## config.mk

```make
export PLATFORM = sky130hd
export DESIGN_NAME = spi_slave_counter_rx_flat
export DESIGN_NICKNAME = d
export VERILOG_FILES = /design/src/rtl/spi_slave_counter_rx_if.sv /design/src/rtl/spi_slave_counter_rx.sv /design/src/flat_wrapper.sv
export SDC_FILE = /design/constraint.sdc
export NUM_CORES = 1
export LEC_CHECK = 0
export CAP_MARGIN = 20
export CORE_UTILIZATION = 46
export DETAILED_ROUTE_END_ITERATION = 16
export PLACE_DENSITY_LB_ADDON = 0.25
export SLEW_MARGIN = 15
export SYNTH_ARGS = -nofsm -noshare
export SYNTH_HDL_FRONTEND = slang
export SYNTH_SLANG_ARGS = --single-unit
```

## constraint.sdc

```tcl
create_clock -name clk -period 2.6 [get_ports clk]
set_input_delay 0.65 -clock clk [delete_from_list [all_inputs] [get_ports clk]]
set_output_delay 0.65 -clock clk [all_outputs]
set_load 0.03 [all_outputs]
```

## src/rtl/spi_slave_counter_rx_if.sv

```systemverilog
// SPI link between the counter master and the display-board receiver.
// Mode 0: sclk idles low, ss is active low.
interface spi_slave_counter_rx_if;
  logic sclk;
  logic mosi;
  logic ss;
  logic miso;

  modport master (output sclk, output mosi, output ss, input miso);
  modport slave  (input sclk, input mosi, input ss, output miso);
endinterface

```

## src/rtl/spi_slave_counter_rx.sv

```systemverilog
// SPI mode-0 slave: rebuilds the 14-bit counter from a 2-byte frame,
// pulses o_valid/o_frame_err, and echoes the last accepted value on miso.
module spi_slave_counter_rx #(
  parameter int unsigned SYNC_STAGES = 2,
  parameter bit          CHECK_PAD   = 1'b1
) (
  input  logic                         clk,
  input  logic                         reset,
  spi_slave_counter_rx_if.slave        spi,
  output logic [13:0]                  o_data,
  output logic                         o_valid,
  output logic                         o_frame_err
);
  localparam int unsigned DW   = 14;
  localparam int unsigned CW   = 5;
  localparam int unsigned WARM = SYNC_STAGES + 1;
  localparam int unsigned WW   = $clog2(WARM + 1);

  localparam logic [CW-1:0] CNT_BYTE  = CW'(8);
  localparam logic [CW-1:0] CNT_FRAME = CW'(16);
  localparam logic [CW-1:0] CNT_MAX   = '1;

  localparam logic [2:0] IDLE    = 3'd0;
  localparam logic [2:0] RX_HIGH = 3'd1;
  localparam logic [2:0] RX_LOW  = 3'd2;
  localparam logic [2:0] OVERRUN = 3'd3;
  localparam logic [2:0] COMMIT  = 3'd4;

  logic [SYNC_STAGES-1:0] sclk_sync_q, mosi_sync_q, ss_sync_q;
  logic                   sclk_d1_q, ss_d1_q;
  logic                   sclk_s, mosi_s, ss_s;
  logic                   sclk_rise, sclk_fall, ss_fall, ss_rise, in_frame, armed, pad_ok;

  logic [2:0]    state_q, state_d;
  logic [CW-1:0] bit_cnt_q, bit_cnt_d;
  logic [7:0]    rx_shift_q, rx_shift_d;
  logic [15:0]   tx_shift_q, tx_shift_d;
  logic [7:0]    hi_q, hi_d, lo_q, lo_d;
  logic [DW-1:0] data_q, data_d;
  logic          valid_q, valid_d, err_q, err_d, miso_q, miso_d, pend_q, pend_d;
  logic [WW-1:0] warm_q, warm_d;

  // Input synchronizers plus one-cycle delayed copies for edge detection
  always_ff @(posedge clk or posedge reset) begin
    if (reset) begin
      sclk_sync_q <= '0;
      mosi_sync_q <= '0;
      ss_sync_q   <= '1;
      sclk_d1_q   <= 1'b0;
      ss_d1_q     <= 1'b1;
    end else begin
      sclk_sync_q <= {sclk_sync_q[SYNC_STAGES-2:0], spi.sclk};
      mosi_sync_q <= {mosi_sync_q[SYNC_STAGES-2:0], spi.mosi};
      ss_sync_q   <= {ss_sync_q[SYNC_STAGES-2:0], spi.ss};
      sclk_d1_q   <= sclk_s;
      ss_d1_q     <= ss_s;
    end
  end

  assign sclk_s = sclk_sync_q[SYNC_STAGES-1];
  assign mosi_s = mosi_sync_q[SYNC_STAGES-1];
  assign ss_s   = ss_sync_q[SYNC_STAGES-1];

  // The ss chain resets high, so a pin already low at release would look like
  // a fall; ignore ss edges until the chain holds real samples.
  assign armed     = (warm_q == WW'(WARM));
  assign sclk_rise = sclk_s & ~sclk_d1_q;
  assign sclk_fall = ~sclk_s & sclk_d1_q;
  assign ss_fall   = ~ss_s & ss_d1_q & armed;
  assign ss_rise   = ss_s & ~ss_d1_q;
  assign in_frame  = ~ss_s & ((state_q == RX_HIGH) | (state_q == RX_LOW) | (state_q == OVERRUN));
  assign pad_ok    = !CHECK_PAD || (hi_q[7:6] == 2'b00);

  always_ff @(posedge clk or posedge reset) begin
    if (reset) begin
      state_q    <= IDLE;
      bit_cnt_q  <= '0;
      rx_shift_q <= '0;
      tx_shift_q <= '0;
      hi_q       <= '0;
      lo_q       <= '0;
      data_q     <= '0;
      valid_q    <= 1'b0;
      err_q      <= 1'b0;
      miso_q     <= 1'b0;
      pend_q     <= 1'b0;
      warm_q     <= '0;
    end else begin
      state_q    <= state_d;
      bit_cnt_q  <= bit_cnt_d;
      rx_shift_q <= rx_shift_d;
      tx_shift_q <= tx_shift_d;
      hi_q       <= hi_d;
      lo_q       <= lo_d;
      data_q     <= data_d;
      valid_q    <= valid_d;
      err_q      <= err_d;
      miso_q     <= miso_d;
      pend_q     <= pend_d;
      warm_q     <= warm_d;
    end
  end

  always_comb begin
    state_d    = state_q;
    bit_cnt_d  = bit_cnt_q;
    rx_shift_d = rx_shift_q;
    tx_shift_d = tx_shift_q;
    hi_d       = hi_q;
    lo_d       = lo_q;
    data_d     = data_q;
    valid_d    = 1'b0;
    err_d      = 1'b0;
    pend_d     = pend_q;
    warm_d     = armed ? warm_q : warm_q + WW'(1);
    miso_d     = ss_s ? 1'b0 : tx_shift_q[15];

    if (in_frame && sclk_rise) begin
      rx_shift_d = {rx_shift_q[6:0], mosi_s};
      if (bit_cnt_q != CNT_MAX) bit_cnt_d = bit_cnt_q + CW'(1);
    end
    if (in_frame && sclk_fall) tx_shift_d = {tx_shift_q[14:0], 1'b0};

    case (state_q)
      IDLE: begin
        if (ss_fall || pend_q) begin
          pend_d     = 1'b0;
          bit_cnt_d  = '0;
          tx_shift_d = {2'b00, data_q};
          state_d    = RX_HIGH;
        end
      end
      RX_HIGH: begin
        if (ss_rise)                  state_d = COMMIT;
        else if (bit_cnt_q > CNT_FRAME) state_d = OVERRUN;
        else if (bit_cnt_q == CNT_BYTE) begin
          hi_d    = rx_shift_q;
          state_d = RX_LOW;
        end
      end
      RX_LOW: begin
        if (ss_rise)                     state_d = COMMIT;
        else if (bit_cnt_q > CNT_FRAME)  state_d = OVERRUN;
        else if (bit_cnt_q == CNT_FRAME) lo_d = rx_shift_q;
      end
      OVERRUN: begin
        if (ss_rise) state_d = COMMIT;
      end
      COMMIT: begin
        state_d = IDLE;
        if (ss_fall) pend_d = 1'b1;
        // A bare ss toggle (no clocks) is neither accepted nor an error
        if ((bit_cnt_q == CNT_FRAME) && pad_ok) begin
          valid_d = 1'b1;
          data_d  = {hi_q[5:0], lo_q};
        end else if (bit_cnt_q != '0) begin
          err_d = 1'b1;
        end
      end
      default: state_d = IDLE;
    endcase
  end

  assign o_data      = data_q;
  assign o_valid     = valid_q;
  assign o_frame_err = err_q;
  assign spi.miso    = miso_q;
endmodule

```

## src/flat_wrapper.sv

```systemverilog
// flat-port wrapper written by rule: the top's interface ports become plain ports
module spi_slave_counter_rx_flat 
#(
  parameter int unsigned SYNC_STAGES = 2,
  parameter bit          CHECK_PAD   = 1'b1
)
  (clk, reset, o_data, o_valid, o_frame_err, spi_sclk, spi_mosi, spi_ss, spi_miso);
  spi_slave_counter_rx_if spi_i ();
  input  logic clk;
  input  logic reset;
  output logic [13:0] o_data;
  output logic o_valid;
  output logic o_frame_err;
  input wire logic [$bits(spi_i.sclk)-1:0] spi_sclk;
  input wire logic [$bits(spi_i.mosi)-1:0] spi_mosi;
  input wire logic [$bits(spi_i.ss)-1:0] spi_ss;
  output wire logic [$bits(spi_i.miso)-1:0] spi_miso;
  assign spi_i.sclk = spi_sclk;
  assign spi_i.mosi = spi_mosi;
  assign spi_i.ss = spi_ss;
  assign spi_miso = spi_i.miso;
  spi_slave_counter_rx #(.SYNC_STAGES(SYNC_STAGES), .CHECK_PAD(CHECK_PAD)) u_core (.clk(clk), .reset(reset), .spi(spi_i), .o_data(o_data), .o_valid(o_valid), .o_frame_err(o_frame_err));
endmodule
```

==> results of run 1 <==
[worst paths after layout]
kind                                                 start                              end  slack (ns)
setup / recovery              u_core.o_data[7]$_DFFE_PP0P_                        o_data[7]        0.47
hold / removal             u_core.sclk_sync_q[0]$_DFF_PP0_  u_core.sclk_sync_q[1]$_DFF_PP0_        0.34
setup reg to reg             u_core.bit_cnt_q[0]$_DFF_PP0_    u_core.o_data[13]$_DFFE_PP0P_        0.48
hold reg to reg            u_core.sclk_sync_q[0]$_DFF_PP0_  u_core.sclk_sync_q[1]$_DFF_PP0_        0.34
max in group asynchronous                            reset     u_core.o_data[4]$_DFFE_PP0P_        1.57
min in group asynchronous                            reset  u_core.tx_shift_q[15]$_DFF_PP0_        0.70
[through the flow]
stage          area, µm²  setup slack [ns]
6_report            3590             0.471
5_1_grt             3590             0.343
4_1_cts             3590             0.457
3_5_place_dp        3400             0.503
3_3_place_gp        3400             0.540
2_1_floorplan       3110            0.0166
[registers in the layout, indices dropped and copies added, names as in the netlist]
register	count
u_core.spi.miso	1
u_core.tx_shift_q	16
u_core.ss_sync_q	2
u_core.ss_d1_q	1
u_core.pend_q	1
u_core.o_data	14
u_core.mosi_sync_q	2
u_core.warm_q	2
u_core.lo_q	8
u_core.sclk_d1_q	1
u_core.sclk_sync_q	2
u_core.hi_q	8
u_core.o_frame_err	1
u_core.rx_shift_q	8
u_core.bit_cnt_q	5
u_core.state_q	3
u_core.o_valid	1
[cell families after synthesis]
kind of cell / share of synthesized area
xor+xnor: 0.00564
buf+inv: 0.0290
mux: 0.204
flops: 0.613
simple gates: 0.0785
compound gates: 0.0580
fa+ha+maj: 0.0121
[per-layer routing]
metal	global-route usage	vias to the layer above	wire (µm)
li1	-	845	-
met1	0.262	890	2730
met2	0.221	26	2170
met3	0.0570	11	206
met4	0.0705	0	98
met5	0	-	0
[cell type report]
| type | count | area (µm²) | share of cell area |
|---|---|---|---|
| well taps | 77 | 96.3 | 0.0268 |
| inverters | 6 | 22.5 | 0.00627 |
| flip-flops and latches | 76 | 1910 | 0.530 |
| repair buffers | 26 | 260 | 0.0724 |
| multi-input cells | 135 | 1120 | 0.311 |
| clock inverters | 6 | 63.8 | 0.0178 |
| clock buffers | 10 | 128 | 0.0355 |
[power by group through the flow]
stage	Sequential, W	Clock (W)	Combinational, W
6_report	0.00127	0.000881	0.000170
5_1_grt	0.00127	0.000963	0.000195
4_1_cts	0.00127	0.000898	0.000174
3_5_place_dp	0.00129	0	0.000173
3_3_place_gp	0.00129	0	0.000170
2_1_floorplan	0.00127	0	0.000132
[placed cells by master, fill, tap and decap left out, drive strengths merged, types with 2 or more instances in the layout]
cell / instances
a21oi: 5
and4b: 2
buf: 5
clkbuf: 10
clkdlybuf4s50: 21
clkinv: 2
clkinvlp: 2
dfrtp: 73
dfstp: 3
ha: 3
inv: 7
mux2: 39
mux2i: 16
nand2: 18
nand3b: 2
nor2: 9
nor3: 2
nor3b: 2
o21a: 3
o21ai: 16
xnor2: 2
==> metrics.txt, run 1 <==
switching power roughly 0.00058 W; R2R cell count 7; drc violations 4; Hold WC Path Type flip-flop to flip-flop; YS warnings 0; CTS Hold Bufs 0; clk_lat worst skew approximately 0.36 ns; FILL cells between 500 and 600; peak per-stage delay on the critical path around 0.70 ns; initial antenna violation count 0; P per Cell Area approximately 650 nW/µm²; Arrival @ worst endpoint between 1 and 1.5 ns; row cnt 29; Least-Margin Pin Slew 0.697 ns; failing checks design-rule violations; synth unique cells 39; Fin Hold WS ~0.34 ns; ranking of synthesized cells by area dfrtp_1 (59%), mux2_2 (11%), mux2i_1 (5.2%); Static Leakage 1.68 nW; Top Ports 22; Synth Instances ~230; cell family with most CP delay buffers and inverters; die width approximately 84 µm; ys async rst share 1.00; Die Footprint just over 7000 µm²; first-pass GRT wire length 9270 µm; fin crit share 0.819; pin count of the biggest net entering global routing between 70 and 80; Synth Flop Type dfrtp_1; CP Data Required Time a little under 2 ns; syn_area_per_cell 13.7 µm²; Post-synth EDFFs 0; CTS buffer count 9; Worst path depth 1; CTS Buffer Depth 2; die height between 80 and 90 µm; unrepaired setup endpoints after global routing false; critical path's slowest cell clkdlybuf4s50_1; hold path depth 0; Final setup viols 0; final hold violation count 0; via count 1,772; Routed Wire Length about 5200 µm; Clock transition at path regs 0.08 ns; outcome complete, but fails checks; Starting DRT DRC Count 111; CTS Root Cell clkbuf_8; routability cong. between 0.7 and 0.8; maximum clock frequency 0.470 GHz; core box area about 6400 µm²; total gr overflow 0; clock skew approximately 0.010 ns; HPWL Detailed ~3400 µm; drt first pass iters 10; Final Max Tran Viols 0; sw frac 0.250; sequential fraction of the synthesis area 0.613; top-area cell type share of the netlist area 0.588; DR WL/cell around 15 µm; Int Pwr 0.00174 W; startpoint type of the worst setup path flip-flop; Clk pwr share 0.380; Starting Density 0.484; Post-CTS Resized 0; Tmin final approximately 2.1 ns; vias per cell approximately 5.3; diodes inserted 0; CP Buf/Inv Count 1; synthesized cell area between 3000 and 4000 µm²; total negative slack 0 ns; Util after Layout 0.560; syn_nets roughly 240; MaxCap Viol Count 0; Cell Count, Final, Fillers Out ~340; combinational share of power 0.073; Inst Count DP 320; count leader, synth dfrtp_1; antenna-violating nets left 0; CTS tree built; sequential share of power 0.547; Pwr Total 0.00232 W; Setup Buffers After CTS 0; critical path type flip-flop to output port; vias in the first global route 1,799; All-Layer GR Usage 0.171; Port Buf Inserts 21; critical-path cell list clkdlybuf4s50_1; synthesis-to-finish area growth 15.7%; Sink Count 76; Final nets 262; CP Capture Type output port; H-Tree Depth 3; Synth top cells by count dfrtp_1 (73), mux2_2 (30), nand2_1 (18), mux2i_1 (16), o21ai_0 (16); top cell type by total area after synthesis dfrtp_1; critical path peak fanout 3; synthesized flop and latch total between 70 and 80; Worst slew margin 0.531; share of cells above drive strength 1 0.263; Max IR drop VDD 0.417 mV
(Power assumes the default switching activity.)
==> inputs of run 2 (changes only) <==
- clock period: 2.6 -> 2 ns (I/O delays scaled with it)
==> run 2 against run 1 <==
Net effect:
- the run ends with design-rule violations, negative setup slack left
- non-clock buffer count is 16 higher
- register-to-register slack worse by 0.52 ns
- clock skew is 0.0014 ns lower
- critical path depth is 6 higher
- cell count is 4.8% higher
- critical path type is now flip-flop to flip-flop
- largest power group unchanged
==> metrics.txt, run 2 (synthesized netlist as in run 1, its figures left out) <==
outcome complete, but fails checks (unchanged); failing checks design-rule violations, negative setup slack (was design-rule violations); CTS Root Cell clkbuf_8 (unchanged); first-pass GRT wire length 9030 µm (was 9270 µm); final hold violation count 0 (unchanged); Clock transition at path regs 0.08 ns (about the same); Max IR drop VDD 0.498 mV (was 0.417 mV); Final nets 278 (was 262); Util after Layout 0.589 (was 0.560); Final setup viols 14 (was 0); DR WL/cell 15.2 µm (was 15.5 µm); highest-count cells in the layout ignoring fill and taps dfrtp_1 (73), mux2_2 (30), nand2_1 (18), clkdlybuf4s50_1 (18), buf_4 (17) (was dfrtp_1 (73), mux2_2 (30), clkdlybuf4s50_1 (21)); via count 1,836 (was 1,772); CP Data Required Time 2.23 ns (was 1.95 ns); share of cells above drive strength 1 0.316 (was 0.263); Storage cell area 1910 µm² (unchanged); Static Leakage 1.84 nW (was 1.68 nW); total gr overflow 0 (unchanged); Worst slew margin 0.781 (was 0.531); Hold WC Path Type flip-flop to flip-flop (unchanged); clk_lat worst skew 0.35 ns (was 0.36 ns); clock skew 0.00885 ns (was 0.0102 ns); Routed Wire Length 5350 µm (was 5200 µm); critical path peak fanout 8 (was 3); routability cong. 0.704 (was 0.740); FILL cells 499 (was 525); HP Start u_core.mosi_sync_q[0]$_DFF_PP0_ (was u_core.sclk_sync_q[0]$_DFF_PP0_); die width 84.2 µm (unchanged); total negative slack -0.437 ns (was 0 ns); Die Footprint 7090 µm² (unchanged); area of the multi-input gates 1130 µm² (was 1120 µm²); All-Layer GR Usage 0.168 (was 0.171); pin count of the biggest net entering global routing 53 (was 77); Starting Density 0.484 (unchanged); Least-Margin Pin Slew 0.328 ns (was 0.697 ns); vias per cell 5.22 (was 5.27); row cnt 29 (unchanged); diodes inserted 0 (unchanged); Top Ports 22 (unchanged); CP Capture Type flip-flop (was output port); CTS Hold Bufs 0 (unchanged); reg-to-reg critical path startpoint u_core.bit_cnt_q[1]$_DFF_PP0_ (was u_core.bit_cnt_q[0]$_DFF_PP0_); die height 84.2 µm (unchanged); synthesis-to-finish area growth 21.7% (was 15.7%); CTS tree built (unchanged); drc violations 2 (was 4); P per Cell Area 810 nW/µm² (was 645 nW/µm²); Worst Setup SP u_core.bit_cnt_q[1]$_DFF_PP0_ (was u_core.o_data[7]$_DFFE_PP0P_); Tmin final around 2.0 ns; H-Tree Depth 3 (unchanged); drt first pass iters 10 (unchanged); Sink Count 76 (unchanged); vias in the first global route 1,782 (was 1,799); core box area 6420 µm² (unchanged); Port Buf Inserts 21 (unchanged); Final Max Tran Viols 0 (unchanged); CTS Buffer Depth 2 (unchanged); most common cell after layout, fill and taps aside dfrtp_1 (unchanged); startpoint type of the worst setup path flip-flop (unchanged); critical path type flip-flop to flip-flop (was flip-flop to output port); Arrival @ worst endpoint 2.27 ns (was 1.48 ns); maximum clock frequency 0.490 GHz; Starting DRT DRC Count 103 (was 111); Top reg by flops u_core.tx_shift_q (unchanged); antenna-violating nets left 0 (unchanged); unrepaired setup endpoints after global routing true (was false); initial antenna violation count 0 (unchanged); HPWL Detailed 3610 µm (was 3390 µm); max reg flops 16 (unchanged); Pwr Total 0.00306 W (was 0.00232 W); MaxCap Viol Count 0 (unchanged); fin crit share 1.02; CTS buffer count 9 (unchanged); setup ws final -0.0426 ns (was 0.471 ns)
-- run 2: cell count changes in the layout (fill, tap and decap cells not counted), moves of 2 or more --
| cell | previous run | this run |
|---|---|---|
| buf_4 | 4 | 17 |
| buf_12 | 1 | 3 |
| clkdlybuf4s50_1 | 21 | 18 |
| dlymetal6s2s_1 | 0 | 3 |
-- run 2: path summary, 6_finish.rpt --
| check | endpoint | slack [ns] | cells after the start |
|---|---|---|---|
| max | u_core.o_data[6]$_DFFE_PP0P_ | -0.04 | 7 |
| min | u_core.mosi_sync_q[1]$_DFF_PP0_ | 0.35 | 0 |
| max reg2reg | u_core.o_data[6]$_DFFE_PP0P_ | -0.04 | 7 |
| min reg2reg | u_core.mosi_sync_q[1]$_DFF_PP0_ | 0.35 | 0 |
| max in group asynchronous | u_core.ss_d1_q$_DFF_PP1_ | 1.04 | 3 |
| min in group asynchronous | u_core.sclk_sync_q[1]$_DFF_PP0_ | 0.43 | 2 |
-- run 2: critical path: stages, from the launching register on --
cell     delay, ns
dfrtp_1       0.38
inv_1         0.06
ha_2          0.17
nor3b_4       0.19
and2_4        0.16
or4b_4        0.50
buf_12        0.17
mux2_4        0.29
-- run 2: timing repair --
action / in CTS / in global routing
gates resized for setup: 1 / 9
hold endpoints to repair: 0 / 0
setup buffers: 0 / 2
cloned: 0 / 1
endpoints found under the setup margin: 10 / 17
pin swaps: 0 / 1
-- run 2: through the flow --
step | std cells | instance area, µm² | hold WS (ns) | worst slack [ns]
after floorplan | 227 | 3110 | 0.331 | -0.0712
after global placement | 333 | 3520 | 0.334 | -0.00257
after detailed placement | 333 | 3520 | 0.340 | -0.0237
after CTS | 349 | 3710 | 0.355 | -0.00533
after global routing | 352 | 3780 | 0.359 | -0.0958
final | 352 | 3780 | 0.354 | -0.0426
-- run 2: metal layers --
| layer | vias up | GRT usage | share of wire |
|---|---|---|---|
| li1 | 891 | - | - |
| met1 | 918 | 0.242 | 0.50 |
| met2 | 21 | 0.233 | 0.45 |
| met3 | 6 | 0.0610 | 0.035 |
| met4 | 0 | 0.0658 | 0.011 |
| met5 | - | 0 | 0 |
-- run 2: area by class of cell --
| type | instances | area share |
|---|---|---|
| tap | 77 | 0.0255 |
| inverter | 6 | 0.00694 |
| multi-input combinational | 135 | 0.300 |
| timing repair buffer | 42 | 0.114 |
| clock buffer | 10 | 0.0337 |
| sequential | 76 | 0.504 |
| clock inverter | 6 | 0.0169 |
-- run 2: where the power goes --
group | switching [W] | internal [W]
clock | 0.000557 | 0.000576
sequential | 0.0000430 | 0.00159
combinational | 0.000153 | 0.000143
